--- src/rtl/mips_regfile_sb.sv ---
// Decode-stage register file: NUM_RD combinational read ports with write bypass, plus busy scoreboard.
// Latency: reads 0 cycles (bypassed same-cycle write), writes/scoreboard updates take effect at next posedge.
// Backpressure: none; rd_busy/sb_full tell the caller when to stall. Option macro: MIPS_REGFILE_PARITY_EN.
module mips_regfile_sb #(
  parameter int DATA_W   = 32,
  parameter int ADDR_W   = 5,
  parameter int NUM_RD   = 2,
  parameter int ZERO_REG = 1
) (
  input  logic                     clk,
  input  logic                     rst,
  input  logic [NUM_RD*ADDR_W-1:0] rd_addr,
  output logic [NUM_RD*DATA_W-1:0] rd_data,
  output logic [NUM_RD-1:0]        rd_busy,
  input  logic                     wr_en,
  input  logic [ADDR_W-1:0]        wr_addr,
  input  logic [DATA_W-1:0]        wr_data,
  input  logic                     sb_set,
  input  logic [ADDR_W-1:0]        sb_addr,
  output logic [ADDR_W:0]          busy_cnt,
  output logic                     sb_full
`ifdef MIPS_REGFILE_PARITY_EN
  ,
  input  logic                     perr_inject,
  output logic [NUM_RD-1:0]        rd_perr
`endif
);

  localparam int              DEPTH    = 1 << ADDR_W;
  localparam bit              HAS_ZERO = (ZERO_REG != 0);
  localparam logic [ADDR_W:0] FULL_CNT = (ADDR_W + 1)'(DEPTH - ZERO_REG);
  localparam logic [ADDR_W:0] CNT_ONE  = (ADDR_W + 1)'(1);

  logic [DATA_W-1:0] mem [DEPTH];
  logic [DEPTH-1:0]  busy;
  logic [DEPTH-1:0]  busy_nxt;
  logic              wr_ok;
  logic              rise;
  logic              fall;

  // A write to the hardwired zero register is discarded everywhere.
  assign wr_ok = wr_en && !(HAS_ZERO && (wr_addr == '0));

  // Register storage; async reset zeroes every entry.
  always_ff @(posedge clk or negedge rst) begin
    if (!rst) begin
      for (int k = 0; k < DEPTH; k++) begin
        mem[k] <= '0;
      end
    end else if (wr_ok) begin
      mem[wr_addr] <= wr_data;
    end
  end

  // Next busy vector: retire first, then issue, so a new producer wins on the same index.
  always_comb begin
    busy_nxt = busy;
    if (wr_en) begin
      busy_nxt[wr_addr] = 1'b0;
    end
    if (sb_set) begin
      busy_nxt[sb_addr] = 1'b1;
    end
    if (HAS_ZERO) begin
      busy_nxt[0] = 1'b0;
    end
  end

  // Only one index can rise (sb_addr) and one can fall (wr_addr) per cycle, so the
  // count moves by at most one and simultaneous events on different indices cancel.
  assign rise = |(busy_nxt & ~busy);
  assign fall = |(busy & ~busy_nxt);

  // Busy bits and their population count, kept in lock-step.
  always_ff @(posedge clk or negedge rst) begin
    if (!rst) begin
      busy     <= '0;
      busy_cnt <= '0;
    end else begin
      busy <= busy_nxt;
      case ({rise, fall})
        2'b10:   busy_cnt <= busy_cnt + CNT_ONE;
        2'b01:   busy_cnt <= busy_cnt - CNT_ONE;
        default: busy_cnt <= busy_cnt;
      endcase
    end
  end

  assign sb_full = (busy_cnt == FULL_CNT);

`ifdef MIPS_REGFILE_PARITY_EN
  logic [DEPTH-1:0] par;

  // Even parity of the data actually written; perr_inject flips it for fault testing.
  always_ff @(posedge clk or negedge rst) begin
    if (!rst) begin
      par <= '0;
    end else if (wr_ok) begin
      par[wr_addr] <= (^wr_data) ^ perr_inject;
    end
  end
`endif

  for (genvar i = 0; i < NUM_RD; i++) begin : g_rd
    logic [ADDR_W-1:0] a;
    logic              hit;
    logic              zero;

    assign a    = rd_addr[i*ADDR_W +: ADDR_W];
    assign hit  = wr_ok && (wr_addr == a);
    assign zero = HAS_ZERO && (a == '0);

    assign rd_data[i*DATA_W +: DATA_W] = zero ? '0 : (hit ? wr_data : mem[a]);
    // A retiring write is bypassed, so its consumer does not need to stall.
    assign rd_busy[i] = busy[a] & ~(wr_en && (wr_addr == a));
`ifdef MIPS_REGFILE_PARITY_EN
    assign rd_perr[i] = (zero || hit) ? 1'b0 : ((^mem[a]) ^ par[a]);
`endif
  end

endmodule

--- config.mk ---
export PLATFORM = sky130hd
export DESIGN_NAME = mips_regfile_sb
export DESIGN_NICKNAME = d
export VERILOG_FILES = /design/src/rtl/mips_regfile_sb.sv
export SDC_FILE = /design/constraint.sdc
export NUM_CORES = 2
export LEC_CHECK = 0
export BUFFER_PORTS_ARGS = -buffer_cell sky130_fd_sc_hd__buf_2
export CELL_PAD_IN_SITES_DETAIL_PLACEMENT = 0
export CELL_PAD_IN_SITES_GLOBAL_PLACEMENT = 1
export CORE_MARGIN = 1.5
export CORE_UTILIZATION = 35
export DETAILED_ROUTE_END_ITERATION = 12
export PLACE_DENSITY_LB_ADDON = 0.1
export SYNTH_ARGS = -nofsm -noshare
export SYNTH_HDL_FRONTEND = slang
export SYNTH_SLANG_ARGS = --single-unit
--- constraint.sdc ---
create_clock -name clk -period 3.5 [get_ports clk]
set_input_delay 0.7 -clock clk [delete_from_list [all_inputs] [get_ports clk]]
set_output_delay 0.7 -clock clk [all_outputs]
set_load 0.01 [all_outputs]
**After elaboration in Yosys (flattened, before gate mapping)**

Index checks and enable logic that the tools add are counted.
Widths: inputs -> output; s select.

- Register bits after elaboration: 1061
- Input bits: 56
- Word-level logic and storage cells: 104

- $add $sub $neg: 2
- Magnitude comparators: 10
- Eq/ne operators: 5
- Muxes and demuxes: 24
- Bitwise gates (word level): 14
- Reductions and logical operators: 15

Operator list:

| operator | count |
|---|---|
| $bwmux 1024 | 1 |
| $mux 32 | 11 |
| $bmux 32 s5 | 2 |
| $demux 32 s5 | 1 |
| $and 32x32->32 | 3 |
| $not 32->32 | 3 |
| $reduce_or 32->1 | 2 |
| $or 32x32->32 | 1 |
| $lt 5x6->1 const B | 4 |
| $ge 6x6->1 const B | 3 |
| $not 5->6 | 3 |
| $logic_not 5->1 | 3 |
| $pmux 6 s2 | 1 |
| $bmux 1 s5 | 2 |
| $demux 1 s5 | 2 |
| $eq 5x5->1 | 2 |
| $ge 5x1->1 const B | 2 |
| $logic_and 1x1->1 | 8 |
| $add 6x1->6 const B | 1 |
| $eq 6x5->1 const B | 1 |
| $lt 6x1->1 const B | 1 |
| $sub 6x1->6 const B | 1 |
| $mux 1 | 4 |
| $and 1x1->1 | 2 |
| other kinds (5) | 6 |

**Longest topological paths before layout**

- Depth in word-level cells: 14
- Depth in mapped cells: 15
- Gate-level depth less buffers: 12

**Worst setup path after synthesis**

Ideal clock, no wire load.

- Kind: input to register
- Start: input port sb_set
- End: register busy_cnt[5]
- Setup time: 0.079 ns
- Arrival time: 3.527 ns
- Data required time: 3.421 ns
- Setup slack: -0.106 ns
- Stages on the path: 14
- Buffers on the path: 2
- Path through: buf_2 > or4b_1 > clkbuf_1 > o2111ai_1 > nand4_1 > nor4_1 > nand3_1 > ha_1 > ha_1 > a21o_1 > a21oi_1 > or4_1 > nand3_1 > xor2_1

- Longest elaborated chain between the ends: 6
- Elaborated cells on any way between the ends: 10
- Classes of those cells: eq/ne: 2; mux: 2; bitwise: 3; reduce/logical: 3

Ends and longest elaborated chain:

| item | line | source |
|---|---|---|
| start, declared | 18 | `input logic sb_set,` |
| $mux 32 (*) | 61 | `if (sb_set) begin` |
| $not 32->32 | 72 | `assign fall = \|(busy & ~busy_nxt);` |
| $and 32x32->32 | 72 |  |
| $reduce_or 32->1 | 72 |  |
| $eq 2x1->1 or $eq 2x2->1 (tied branches) | 81 | `case ({rise, fall})` |
| $pmux 6 s2 or $reduce_bool 2->1 (tied branches) | n/a |  |
| end signal, assigned | 82 | `2'b10: busy_cnt <= busy_cnt + CNT_ONE;` |
| end signal, assigned | 83 | `2'b01: busy_cnt <= busy_cnt - CNT_ONE;` |
| end signal, assigned | 84 | `default: busy_cnt <= busy_cnt;` |
| end, declared | 20 | `output logic [ADDR_W:0] busy_cnt,` |

Every way passes the cells marked *; elsewhere a longest branch is shown, timed or not.
A chain may end at the register's enable or synchronous reset.

**Final worst setup path**

- Start: input port rd_addr[1]
- End: output port rd_data[10]

- Longest elaborated chain between the ends: 6
- Elaborated cells on any way between the ends: 9
- Classes of those cells: eq/ne: 1; mux: 5; bitwise: 1; reduce/logical: 2

Ends and longest elaborated chain:

| item | line | source |
|---|---|---|
| start, declared | 12 | `input logic [NUM_RD*ADDR_W-1:0] rd_addr,` |
| $not 5->6 (not written as such) | 113 | `assign rd_data[i*DATA_W +: DATA_W] = zero ? '0 : (hit ? wr_data : mem[a]);` |
| $bmux 32 s5 | 113 |  |
| $mux 32 (not written as such) (2 in series) | 113 |  |
| $mux 32 | 113 |  |
| $mux 32 (*) | 113 |  |
| end, declared | 13 | `output logic [NUM_RD*DATA_W-1:0] rd_data,` |

Every way passes the cells marked *; elsewhere a longest branch is shown, timed or not. The select of a mux whose other input is x is not followed.

==> impl_metrics.ini <==
[synthesis]
syn-cell-area_um2 = 58100
synth-warning-count = 0
synth_seq_cells = 1061
yosysTopAreaCell = dfrtp_1
synth_seq_area_share_pct = 45.7
synth.distinct_cells = 77
ys.flop_type = dfrtp_1
async_flop_share_pct = 100
synthCells = 4261
synth_enable_flop_cells = 0
synth_commonest_cells = 1,061 x dfrtp_1, 964 x mux2_2, 432 x mux4_2, 300 x nand2_1, 240 x clkbuf_1
synth_area_leaders = dfrtp_1 46%, mux2_2 19%, mux4_2 17%
postSynthAreaPerCell_um2 = 13.6
post-synth-top-count-cell = dfrtp_1
synth_nets = 4323
synth_largest_type_area_fraction_pct = 45.7

[pwr]
p_per_area_nw_per_um2 = 548
power_frac_comb_pct = 22.9
peakVddDrop_mv = 0.488
p_switching_mw = 11.5
power_frac_clock_pct = 35.0
sequential_group_share_of_total_power_pct = 42.1
power_mw = 39.3
p_leak_nw = 31.4
switching_share_pct = 29.2
cellInternalPower_mw = 27.8

[floorplan]
rows = 149
ios = 129
die-height_um = 410
core_um2 = 165000
floorplan.die_area_um2 = 168000
die_x_um = 410
initial_utilization_pct = 35.2

[setup_path]
timing.critical_path.fanout_max = 29
startpoint = rd_addr[1]
worstSetupPathType = input port to output pin
crit-reg2reg-launch = busy[23]
crit_path_end = rd_data[10]
rr_worst_depth = 12
crit_required_ns = 2.80
cp_cell_sequence = buf_8 -> buf_12 -> mux4_2 -> mux2i_1 -> mux2_2 -> o22ai_1 -> o221a_2 -> buf_2
worst_r2r_setup_slack_ns = 0.25
endpoint_kind = output pin
worst_path_max_delay_cell = mux4_2
cpPeakStageDelay_ns = 0.54
critical_path.reg2reg.endpoint = busy_cnt[5]
worst-endpoint-arrival_ns = 2.80
setup.worst_path.start_class = input port

[placed_design]
dp.final_hpwl_um = 159000
buffer_ports.inserted = 128
total_placed_instance_area_um2 = 65600
place.gp.congestion = 0.857
pre_cts_slack_ns = -0.639

[clock_network]
cts.path.max_buffers = 3
htreeDepth = 4
insertion_delay_ns = 0.78
clock_tree_root = clkbuf_16
cts_inserted_buffers = 132
cts_tree = yes
numClockSinks = 1061
clkSlewWorstSetupHoldPaths_ns = 0.06

[global_routing]
globalRouteMet3Util_pct = 4.47
first_pass_grt_wire_length_um = 345000
antenna_violations_before_repair = 15
grt_util_all_layers_pct = 29.1
gr-total-overflow = 0
largest_net_degree_at_the_start_of_global_routing = 120
global_route.usage.met2_pct = 47.3
grt.met1_usage_pct = 40.3
number_of_global_route_vias_before_repair = 42600
grt_most_used_layer = met2

[timing]
max_clock_skew_ns = 0.00995
maxSlewViolCount = 0
period_minus_slack_ns = 3.50
fmaxAchievable_ghz = 0.285
post-route-period-util_pct = 100
setup-violations-final = 1
finalWorstSetupSlack_ns = -0.00355
rsz0062_at_grt = true
timing_hold_violations_final = 0
remaining_max_slew_budget_at_the_tightest_pin_pct = 26.9
tightestPinTransition_ns = 1.10

[worst_hold_path]
holdPathStages = 3
hold_path.class = input port to register

[finish]
layout.area.seq_um2 = 26600
multi_input_gate_area_um2 = 30100
final.fill_count = 15200
layout-area-overhead-vs-synth_pct = 23.3
num-nets-final = 4773
drive_above_1_share_pct = 53.4
final_cell_area_um2 = 71600

[route]
ant_nets = 0
detailedRoute.firstPassIterationCount = 6
wirelength_um = 245000
detail_route.vias_per_cell = 5.93
detail_route.wl_per_cell_um = 35.0
detailedRoute.firstIterationViolations = 3030
route.detailed.drc = 0
via_count = 41500

[run_status]
run_status = complete, but fails checks
failed_checks = setup timing

[flow_run]
max-cap-violations = 0
[critical path: cells and delay by family]
kind	cells	cell delay, ns
buffers and inverters	3	0.57
AO/OA/AOI/OAI	2	0.41
multiplexers	3	1.06
[flip-flops by register name (all words and copies together), names as in the netlist]
register,cells
busy_cnt,6
busy,31
mem,1024
[cell families after synthesis]
group / count (synthesis) / synth area share [%]
and+or+nand+nor: 566 / 4.44
buffers and inverters: 496 / 4.17
DFF: 1061 / 45.7
xor gates and xnor gates: 15 / 0.226
adders and majority gates: 6 / 0.142
AOI/OAI and AO/OA: 524 / 6.45
muxes: 1593 / 38.8
[placed cells by master, fill, tap and decap left out, types with 17 or more instances in the layout]
| cell type | instances |
|---|---|
| o21ai_0 | 108 |
| nor2_4 | 20 |
| a31oi_1 | 18 |
| nor2_1 | 89 |
| buf_16 | 17 |
| a22oi_1 | 37 |
| mux2i_1 | 191 |
| buf_4 | 487 |
| o2111ai_1 | 27 |
| a21oi_1 | 42 |
| clkbuf_8 | 24 |
| dfrtp_1 | 1050 |
| a221oi_1 | 48 |
| nand2_1 | 283 |
| buf_12 | 119 |
| clkbuf_16 | 142 |
| a221oi_2 | 27 |
| a211oi_1 | 29 |
| buf_2 | 117 |
| mux4_2 | 432 |
| o22ai_1 | 19 |
| mux2_2 | 964 |
| nor2b_1 | 38 |
| clkbuf_1 | 41 |
| buf_6 | 36 |
[power by group through the flow]
stage / clock (mW) / sequential, mW / combinational (mW)
2_1_floorplan: 0 / 16.0 / 5.77
3_3_place_gp: 0 / 16.6 / 8.54
3_5_place_dp: 0 / 16.7 / 8.63
4_1_cts: 14.0 / 16.5 / 8.90
5_1_grt: 14.5 / 16.9 / 9.61
6_report: 13.7 / 16.5 / 9.00
[repair_timing]
action / 4_1_cts / 5_1_grt
cloned: 11 / 4
buffers inserted: 33 / 21
hold buffers: 1 / 0
endpoints found under the hold margin: 18 / 0
resized for setup: 119 / 95
endpoints found under the setup margin: 61 / 54
pin swaps: 23 / 20
[how the worst min path moves through the flow]
stage	startpoint	end	slack [ns]
detailed placement	mem[1006]	mem[1006]	0.36
CTS	wr_data[19]	mem[691]	0.19
floorplan	rst	busy[10]	0.40
global placement	mem[1010]	mem[1010]	0.36
global route	wr_data[25]	mem[281]	0.22
finish	wr_data[25]	mem[281]	0.24
[per-stage QoR]
| step | instances | util [%] | hold slack (ns) | setup TNS (ns) |
|---|---|---|---|---|
| final | 6994 | 43.5 | 0.239 | -0.00355 |
| after global routing | 6992 | 43.4 | 0.220 | -0.0970 |
| after CTS | 6972 | 43.1 | 0.193 | -0.181 |
| after detailed placement | 6707 | 39.8 | 0.363 | -17.43 |
| after global placement | 6707 | 39.8 | 0.360 | -17.44 |
| after floorplan | 4261 | - | 0.404 | 0 |
[routing by layer]
metal / routed length (um) / vias up / share of wire [%]
met1: 108000 / 22600 / 44
met3: 13000 / 340 / 5.3
met4: 7170 / 8 / 2.9
li1: - / 17200 / -
met2: 117000 / 1248 / 48
met5: 50 / - / 0.020
[final cells by class]
class	count	share of cell area, %
clock buffers	202	5.46
repair buffers	792	11.0
diodes	2	0.00699
flip-flops and latches	1061	37.1
clock inverters	24	0.432
inverters	20	0.107
multi-input cells	2704	42.1
well taps	2189	3.82
(Power assumes the default switching activity.)
